**config.mk**
```make
export PLATFORM = sky130hd
export DESIGN_NAME = decode_stage
export DESIGN_NICKNAME = d
export VERILOG_FILES = /design/src/rtl/rv32_pkg.sv /design/src/rtl/regfile_bypass.sv /design/src/rtl/decode_stage.sv
export SDC_FILE = /design/constraint.sdc
export NUM_CORES = 2
export LEC_CHECK = 0
export BUFFER_PORTS_ARGS = -buffer_cell sky130_fd_sc_hd__buf_4
export CORE_UTILIZATION = 60
export CTS_CLUSTER_DIAMETER = 150
export CTS_CLUSTER_SIZE = 14
export DETAILED_ROUTE_END_ITERATION = 8
export MAX_ROUTING_LAYER = met4
export PLACE_DENSITY = 0.79
export SETUP_SLACK_MARGIN = 0.4
export SYNTH_ARGS = -nofsm -noshare
export SYNTH_HDL_FRONTEND = slang
export SYNTH_SLANG_ARGS = --single-unit
```
**constraint.sdc**
```tcl
create_clock -name clk -period 55.7 [get_ports clk]
set_input_delay 11.14 -clock clk [delete_from_list [all_inputs] [get_ports clk]]
set_output_delay 11.14 -clock clk [all_outputs]
set_load 0.05 [all_outputs]
```
**src/rtl/rv32_pkg.sv**
```systemverilog
// Shared RV32 decode constants: base opcodes, the canonical NOP and instruction field slicers.
package rv32_pkg;

    localparam logic [6:0] OP     = 7'b0110011;
    localparam logic [6:0] OP_IMM = 7'b0010011;
    localparam logic [6:0] LOAD   = 7'b0000011;
    localparam logic [6:0] STORE  = 7'b0100011;
    localparam logic [6:0] BRANCH = 7'b1100011;
    localparam logic [6:0] JAL    = 7'b1101111;
    localparam logic [6:0] JALR   = 7'b1100111;
    localparam logic [6:0] LUI    = 7'b0110111;
    localparam logic [6:0] AUIPC  = 7'b0010111;

    // addi x0, x0, 0
    localparam logic [31:0] DEFAULT_NOP_INSTR = 32'h0000_0013;

    function automatic logic [6:0] get_opcode(input logic [31:0] instr);
        return instr[6:0];
    endfunction

    function automatic logic [4:0] get_rd(input logic [31:0] instr);
        return instr[11:7];
    endfunction

    function automatic logic [4:0] get_rs1(input logic [31:0] instr);
        return instr[19:15];
    endfunction

    function automatic logic [4:0] get_rs2(input logic [31:0] instr);
        return instr[24:20];
    endfunction

endpackage

```
**src/rtl/regfile_bypass.sv**
```systemverilog
// Two-read/one-write register file with hard-wired x0, out-of-range address masking
// and same-cycle WB write-through so readers never wait for the array update.
module regfile_bypass #(
    parameter int XLEN  = 32,
    parameter int NREGS = 32
) (
    input  logic            clk,
    input  logic            reset_D,
    input  logic [4:0]      i_rs1,
    input  logic [4:0]      i_rs2,
    input  logic            i_we,
    input  logic [4:0]      i_rd,
    input  logic [XLEN-1:0] i_wdata,
    output logic [XLEN-1:0] o_rs1_data,
    output logic [XLEN-1:0] o_rs2_data
);

    localparam int         ADDR_W  = $clog2(NREGS);
    localparam logic [5:0] NREGS_L = 6'(NREGS);

    function automatic logic f_in_range(input logic [4:0] addr);
        return {1'b0, addr} < NREGS_L;
    endfunction

    logic [XLEN-1:0] r_regs [NREGS];
    logic            w_wr_en;
    logic [XLEN-1:0] w_arr_rs1;
    logic [XLEN-1:0] w_arr_rs2;

    assign w_wr_en   = i_we && (i_rd != '0) && f_in_range(i_rd);
    assign w_arr_rs1 = r_regs[i_rs1[ADDR_W-1:0]];
    assign w_arr_rs2 = r_regs[i_rs2[ADDR_W-1:0]];

    // NOTE: the array is reset so every architectural register reads 0 after reset_D;
    // this prevents inference of a plain RAM macro, which is acceptable at this size.
    always_ff @(posedge clk or posedge reset_D) begin
        if (reset_D) begin
            for (int i = 0; i < NREGS; i++) begin
                r_regs[i] <= '0;
            end
        end else if (w_wr_en) begin
            r_regs[i_rd[ADDR_W-1:0]] <= i_wdata;
        end
    end

    assign o_rs1_data = ((i_rs1 == '0) || !f_in_range(i_rs1)) ? '0 :
                        (w_wr_en && (i_rd == i_rs1))          ? i_wdata : w_arr_rs1;
    assign o_rs2_data = ((i_rs2 == '0) || !f_in_range(i_rs2)) ? '0 :
                        (w_wr_en && (i_rd == i_rs2))          ? i_wdata : w_arr_rs2;

endmodule

```
**src/rtl/decode_stage.sv**
```systemverilog
// RV32 decode stage: IF/ID pipeline register, register file read with M/WB bypass,
// and load-use hazard detection feeding the fetch/control stall.
module decode_stage
    import rv32_pkg::*;
#(
    parameter int          XLEN      = 32,
    parameter int          NREGS     = 32,
    parameter logic [31:0] NOP_INSTR = DEFAULT_NOP_INSTR
) (
    input  logic            clk,
    input  logic            reset_D,
    input  logic            stall_D,
    input  logic            flush_D,
    input  logic            valid_F,
    input  logic [XLEN-1:0] pc_F,
    input  logic [XLEN-1:0] pc_plus4_F,
    input  logic [31:0]     instr_F,
    input  logic            we_M,
    input  logic [4:0]      rd_M,
    input  logic            memread_M,
    input  logic [XLEN-1:0] alu_M,
    input  logic [4:0]      rd_E,
    input  logic            memread_E,
    input  logic            we_WB,
    input  logic [4:0]      rd_WB,
    input  logic [XLEN-1:0] wdata_WB,
    output logic            valid_D,
    output logic [XLEN-1:0] pc_D,
    output logic [XLEN-1:0] pc_plus4_D,
    output logic [31:0]     instr_D,
    output logic [4:0]      rs1_D,
    output logic [4:0]      rs2_D,
    output logic [4:0]      rd_D,
    output logic [XLEN-1:0] rs1_data_D,
    output logic [XLEN-1:0] rs2_data_D,
    output logic            load_use_stall
);

    logic            r_valid;
    logic [XLEN-1:0] r_pc;
    logic [XLEN-1:0] r_pc_plus4;
    logic [31:0]     r_instr;

    // NOTE: sequential state uses non-blocking assignments so every flop samples
    // pre-edge values regardless of process ordering.
    always_ff @(posedge clk or posedge reset_D) begin
        if (reset_D) begin
            r_valid    <= 1'b0;
            r_pc       <= '0;
            r_pc_plus4 <= '0;
            r_instr    <= NOP_INSTR;
        end else if (flush_D) begin
            r_valid    <= 1'b0;
            r_pc       <= '0;
            r_pc_plus4 <= '0;
            r_instr    <= NOP_INSTR;
        end else if (!(stall_D || load_use_stall)) begin
            r_valid    <= valid_F;
            r_pc       <= pc_F;
            r_pc_plus4 <= pc_plus4_F;
            r_instr    <= instr_F;
        end
    end

    assign valid_D    = r_valid;
    assign pc_D       = r_pc;
    assign pc_plus4_D = r_pc_plus4;
    assign instr_D    = r_instr;
    assign rs1_D      = get_rs1(r_instr);
    assign rs2_D      = get_rs2(r_instr);
    assign rd_D       = get_rd(r_instr);

    logic [XLEN-1:0] w_rf_rs1;
    logic [XLEN-1:0] w_rf_rs2;

    regfile_bypass #(
        .XLEN  (XLEN),
        .NREGS (NREGS)
    ) u_regfile (
        .clk        (clk),
        .reset_D    (reset_D),
        .i_rs1      (rs1_D),
        .i_rs2      (rs2_D),
        .i_we       (we_WB),
        .i_rd       (rd_WB),
        .i_wdata    (wdata_WB),
        .o_rs1_data (w_rf_rs1),
        .o_rs2_data (w_rf_rs2)
    );

    // A load's M-stage alu_M is its address, not its data, so loads are never forwarded.
    logic w_fwd_m_rs1;
    logic w_fwd_m_rs2;

    assign w_fwd_m_rs1 = we_M && !memread_M && (rd_M == rs1_D);
    assign w_fwd_m_rs2 = we_M && !memread_M && (rd_M == rs2_D);

    // NOTE: each combinational output gets a default first, so no path leaves it
    // unassigned and no latch is inferred.
    always_comb begin
        rs1_data_D = w_rf_rs1;
        rs2_data_D = w_rf_rs2;
        if (rs1_D == '0)     rs1_data_D = '0;
        else if (w_fwd_m_rs1) rs1_data_D = alu_M;
        if (rs2_D == '0)     rs2_data_D = '0;
        else if (w_fwd_m_rs2) rs2_data_D = alu_M;
    end

    logic [6:0] w_opcode;
    logic       w_use_rs1;
    logic       w_use_rs2;
    logic       w_haz_rs1;
    logic       w_haz_rs2;

    assign w_opcode  = get_opcode(r_instr);
    assign w_use_rs1 = r_valid && !(w_opcode inside {LUI, AUIPC, JAL});
    assign w_use_rs2 = r_valid &&  (w_opcode inside {OP, STORE, BRANCH});

    // A load in E or in M has no data yet; the consumer waits until it reaches WB.
    assign w_haz_rs1 = (rs1_D != '0) &&
                       ((memread_E && (rd_E == rs1_D)) || (memread_M && we_M && (rd_M == rs1_D)));
    assign w_haz_rs2 = (rs2_D != '0) &&
                       ((memread_E && (rd_E == rs2_D)) || (memread_M && we_M && (rd_M == rs2_D)));

    assign load_use_stall = (w_use_rs1 && w_haz_rs1) || (w_use_rs2 && w_haz_rs2);

endmodule
```
Word-level counts from Yosys, hierarchy flattened
Index checks and enable logic that the tools add are counted.
{"block": "totals", "register_bits": 1121, "latchBits": 0, "mem_bits_rw": 0, "rom_bits": 0, "inputBits": 184, "out_inout_bits": 177, "n_memories": 0}
{"block": "classes", "n_addsub": 0, "mul": 0, "div_mod_pow": 0, "order_cmp": 4, "n_eq_ne": 13, "shift": 0, "mux": 23, "bitwise_logic": 3, "reduce_logical": 31}
{"operator": "1024-bit bitwise mux", "n": 1}
{"operator": "32-bit two-way mux", "n": 17}
{"operator": "32-bit binary-select mux with 5-bit select", "n": 2}
{"operator": "32-bit demux with 5-bit select", "n": 1}
{"operator": "5-bit == test", "n": 6}
{"operator": "7-bit by 6-bit == test with 1-bit output (second input constant)", "n": 3}
{"operator": "6-bit >= comparator (second input constant)", "n": 3}
{"operator": "1-bit logical AND", "n": 18}
{"operator": "5-bit inverter with 6-bit output", "n": 3}
{"operator": "5-bit nonzero test", "n": 3}
{"operator": "7-bit == test (second input constant)", "n": 2}
{"operator": "5-bit zero test", "n": 2}
{"operator": "7-bit by 5-bit == test with 1-bit output (second input constant)", "n": 1}
{"operator": "6-bit by 1-bit < comparator with 1-bit output (second input constant)", "n": 1}
{"operator": "3-bit nonzero test", "n": 2}
{"operator": "1-bit logical OR", "n": 4}
{"operator": "1-bit zero test", "n": 2}
{"operator": "1-bit two-way mux", "n": 2}
{"operator": "2-bit inequality test (second input constant)", "n": 1}

Longest topological paths before layout
{"block": "logic_depth", "depth_word": 9, "mapped_depth": 11, "ltp_nobuf": 6}

Hierarchy
Synthesis repeated with hierarchy kept, for this count alone.
{"block": "unflattened", "hier_cells": 4482, "hier_area_um2": 61017.3}
{"mod": "regfile_bypass", "instances": 1, "cells_per_inst": 3781, "area_each_um2": 54851.4, "seq_area_each_um2": 25624.6}
{"mod": "decode_stage", "instances": 1, "cells_per_inst": 701, "area_each_um2": 6165.9, "seq_area_each_um2": 2431.1}

Worst setup path before layout
OpenSTA, ideal clock, no wires.
{"block": "synth_timing", "kind": "input-to-output", "from": "in rd_WB[0]", "to": "out rs1_data_D[11]", "arrival_ns": 13.760, "slack_ns": 30.800, "cell_stages": 8, "n_path_buf": 2, "cell_sequence": "buf_2 -> or2_1 -> o41ai_2 -> nor4_1 -> nand3_1 -> buf_2 -> mux2i_1 -> o21ai_0"}
{"block": "synth_via", "elab_chain_cells": 6, "word_cells_on_any_way": 7}
{"element": "from (decl)", "line": "decode_stage.sv:25", "text": "input logic [4:0] rd_WB,"}
{"element": "5-bit nonzero test", "line": "regfile_bypass.sv:30", "text": "assign w_wr_en = i_we && (i_rd != '0) && f_in_range(i_rd);"}
{"element": "1-bit logical AND", "line": "regfile_bypass.sv:30"}
{"element": "1-bit logical AND *", "line": "regfile_bypass.sv:47", "text": "(w_wr_en && (i_rd == i_rs1)) ? i_wdata : w_arr_rs1;"}
{"element": "32-bit two-way mux *", "line": "regfile_bypass.sv:47"}
{"element": "32-bit two-way mux *", "line": "decode_stage.sv:104", "text": "else if (w_fwd_m_rs1) rs1_data_D = alu_M;"}
{"element": "32-bit two-way mux *", "line": "decode_stage.sv:103", "text": "if (rs1_D == '0) rs1_data_D = '0;"}
{"element": "to (decl)", "line": "decode_stage.sv:34", "text": "output logic [XLEN-1:0] rs1_data_D,"}
Every way passes the cells marked *; elsewhere a longest branch is shown, timed or not.

Final worst setup path
{"block": "layout_timing", "from": "in rd_WB[0]", "to": "out rs2_data_D[22]"}
{"block": "layout_via", "elab_chain_cells": 6, "word_cells_on_any_way": 7}
{"element": "5-bit nonzero test", "line": "regfile_bypass.sv:30"}
{"element": "1-bit logical AND", "line": "regfile_bypass.sv:30"}
{"element": "1-bit logical AND *", "line": "regfile_bypass.sv:49", "text": "(w_wr_en && (i_rd == i_rs2)) ? i_wdata : w_arr_rs2;"}
{"element": "32-bit two-way mux *", "line": "regfile_bypass.sv:49"}
{"element": "32-bit two-way mux *", "line": "decode_stage.sv:106", "text": "else if (w_fwd_m_rs2) rs2_data_D = alu_M;"}
{"element": "32-bit two-way mux *", "line": "decode_stage.sv:105", "text": "if (rs2_D == '0) rs2_data_D = '0;"}
{"element": "to (decl)", "line": "decode_stage.sv:35", "text": "output logic [XLEN-1:0] rs2_data_D,"}
Marks and branches as above.

==> summary.txt <==
Status
  • Outcome: complete, no violations

Timing
  • Final min period: 26.13 ns
  • Max Slew Vio Count: 0
  • Final setup violation count: 0
  • Final hold vios: 0
  • Least-Margin Pin Slew: 1.26 ns
  • TNS Setup: 0 ns
  • Unrepaired setup endpoints after global routing: no
  • Max_slew headroom: 16.0%
  • Final worst hold slack: 0.396 ns
  • Maximum clock frequency: 0.0383 GHz
  • Period Utilization, post-route: 46.9%
  • Clock skew: 0.0108 ns

Floorplan
  • Core area: 0.100 mm^2
  • Die Area: 0.102 mm^2
  • Starting density of the core: 60.4%
  • IO Count: 361
  • Row Count: 116
  • Die Width: 319 um
  • Die height: 319 um

CTS
  • CTS root buf: clkbuf_16
  • Inserted Clock Buffers: 90
  • Buffer depth of the longest clock path: 3
  • Worst skew pair latency: 0.70 ns
  • H-tree depth: 3
  • Setup bufs post-CTS: 0
  • TritonCTS clock tree: done
  • CTS resizes: 0
  • CTS Sinks: 1121
  • # hold bufs at CTS: 0
  • Clock-pin slew on the worst setup and hold paths: 0.07 ns

Setup path
  • Req. time, crit path: 44.56 ns
  • Cell mode on critical path: buf_4
  • Worst setup EP type: primary output
  • Slowest-stage cell, CP: nand3_2
  • Critical Path Start Type: primary input
  • CP Cell Sequence: buf_4 -> or2_1 -> o41ai_2 -> or4_2 -> nand3_2 -> nor2b_1 -> a221o_1 -> buf_4
  • Data arrival, critical path: 14.99 ns
  • Crit Path Class: primary input to primary output
  • Slowest stage delay, CP: 1.01 ns
  • Crit Path Max Fanout: 27

Power
  • Power per cell area: 33.4 mW/mm^2
  • Pleak: 28.5 nW
  • Peak supply drop: 0.0239 mV

Finish
  • Area taken by multi-input logic gates: 0.0304 mm^2
  • Area growth, synth to finish: 9.07%
  • Final Non-Filler Cells: 5494
  • Final-layout fill cell count: 6948
  • Reg area: 0.0281 mm^2
  • Fraction of layout instances using a drive strength above 1: 52.3%
  • Fin nets: 4357

Global routing
  • Largest net degree at the start of global routing: 168
  • Global-route wire length before repair: 265000 um
  • Initial antenna violation count: 4
  • Vias in the first global route: 39800
  • Total track usage: 36.3%
  • Gr ovfl total: 0

Worst hold path
  • Hold WC Path Type: register to register

Synthesis
  • Top post-synthesis cells by area: dfrtp_1, mux4_2, mux2_2, mux2i_1, nand2_1
  • Cell count after synthesis: 4111
  • Share of synthesized registers carrying an async set or reset: 100%
  • Most numerous cell in the Yosys netlist: dfrtp_1
  • Post-synth EDFFs: 0
  • Netlist Area Pre-Place: 0.0604 mm^2
  • Yosys top cell area share: 46.3%
  • Post-synthesis register bit count: 1121
  • Sequential share of the synthesized area: 46.4%
  • Unique masters post-synth: 52
  • Cell taking the most area after synthesis: dfrtp_1
  • Top FF cell, synth: dfrtp_1
  • Synth warn: 0
  • Syn Nets: 4295
  • Syn Area/Cell: 14.7 um^2
  • Post-synth top cells: dfrtp_1, mux2_2, mux4_2, nand2_1, clkbuf_1

Routing
  • Pre-antenna DRT Iters: 5
  • WL final: 178000 um
  • Post-DR wirelength/cell: 32.4 um
  • Starting DRC count in detailed routing: 4609
  • Routed Antenna Nets: 0
  • Vias: 39300
  • DR DRC count: 0
  • Via/cell ratio: 7.15

Placement
  • Placed cell count: 5379
  • Final GP Congestion: 0.844
  • Port bufs: 360
  • Post-DP HPWL: 101000 um

Job
  • Max Cap Violations: 0
where the power goes:
group          total, mW  internal [mW]  switching, mW
combinational      0.533          0.295          0.238
sequential          1.07          0.960          0.113
clock              0.593          0.296          0.297
total               2.20           1.55          0.647
cells in the final DEF, fill, tap and decap left out, types with 3 or more instances in the layout:
| cell type | n |
|---|---|
| buf_4 | 440 |
| dfrtp_4 | 7 |
| mux2i_1 | 260 |
| and3_1 | 10 |
| dfstp_2 | 3 |
| nand3b_1 | 9 |
| mux4_2 | 539 |
| a211oi_1 | 6 |
| diode_2 | 4 |
| nor3b_1 | 4 |
| nand3_1 | 6 |
| nand2_1 | 301 |
| o211ai_1 | 6 |
| xnor2_1 | 12 |
| buf_12 | 3 |
| clkinv_8 | 4 |
| clkbuf_16 | 92 |
| xor2_1 | 18 |
| a21oi_1 | 7 |
| nor4_1 | 3 |
| o2111ai_1 | 6 |
| nor2_4 | 14 |
| dfrtp_1 | 1111 |
| nor2_1 | 11 |
| clkbuf_1 | 13 |
| nand2_2 | 17 |
| o21ai_0 | 40 |
| mux2_2 | 1049 |
| nor3_1 | 3 |
| or3_2 | 4 |
| a31oi_1 | 8 |
| a221oi_1 | 32 |
| nor2b_1 | 32 |
| a221o_1 | 25 |
| o22ai_1 | 57 |
| or2_2 | 3 |
| mux2_1 | 8 |
| and2_1 | 3 |
path summary, 6_finish.rpt:
kind,start,to,slack [ns],cells past startpoint
setup / recovery,rd_WB[0],rs2_data_D[22],29.57,8
hold / removal,u_regfile.r_regs[1016],u_regfile.r_regs[1016],0.40,0
setup reg to reg,instr_D[17],pc_plus4_D[28],51.04,8
hold reg to reg,u_regfile.r_regs[1016],u_regfile.r_regs[1016],0.40,0
max in group asynchronous,reset_D,u_regfile.r_regs[229],40.51,7
min in group asynchronous,reset_D,u_regfile.r_regs[279],10.60,2
final cells by class:
| cell class | instances | area share (%) |
|---|---|---|
| antenna | 4 | 0.0152 |
| clock buffer | 105 | 3.57 |
| clock inverter | 6 | 0.125 |
| inverter | 4 | 0.0380 |
| multi-input combinational | 2513 | 46.1 |
| sequential | 1121 | 42.6 |
| tap | 1298 | 2.46 |
| timing repair buffer | 443 | 5.10 |
worst max-delay path, delay by kind of cell:
family	cells	cell delay (ns)
AND/OR/NAND/NOR	4	2.73
AO/OA/AOI/OAI	2	0.71
buffers and inverters	2	0.34
sequential cells by signal, summed over array words and instances (netlist names):
register and flops:
pc_D 32, pc_plus4_D 32, u_regfile.r_regs 1024, instr_D 32, valid_D 1
per-layer routing:
layer / up-vias / part of all wire (%) / track usage, % / routed length [um]
met4: 0 / 3.6 / 12.2 / 6370
met2: 2075 / 48 / 55.4 / 85400
met3: 403 / 9.8 / 8.18 / 17500
li1: 15600 / - / - / -
met5: - / 0 / - / 0
met1: 21100 / 39 / 48.5 / 68600
cell families after synthesis:
kind of cell,Yosys count,synth area share (%)
buffers and inverters,477,3.65
and+or+nand+nor,432,3.11
DFF,1121,46.4
AOI/OAI and AO/OA,195,2.30
xor gates and xnor gates,30,0.435
muxes,1856,44.1
stage by stage:
stage                     util (%)  instance area [um^2]  total power [mW]  setup WS [ns]
after floorplan                  -                 60400              1.46          13.00
after global placement        63.5                 63500              1.58          30.04
after detailed placement      63.5                 63500              1.61          29.81
after CTS                     65.9                 65900              2.20          29.80
after global routing          65.9                 65900              2.28          29.59
final                         65.9                 65900              2.20          29.57
(Power assumes the default switching activity.)
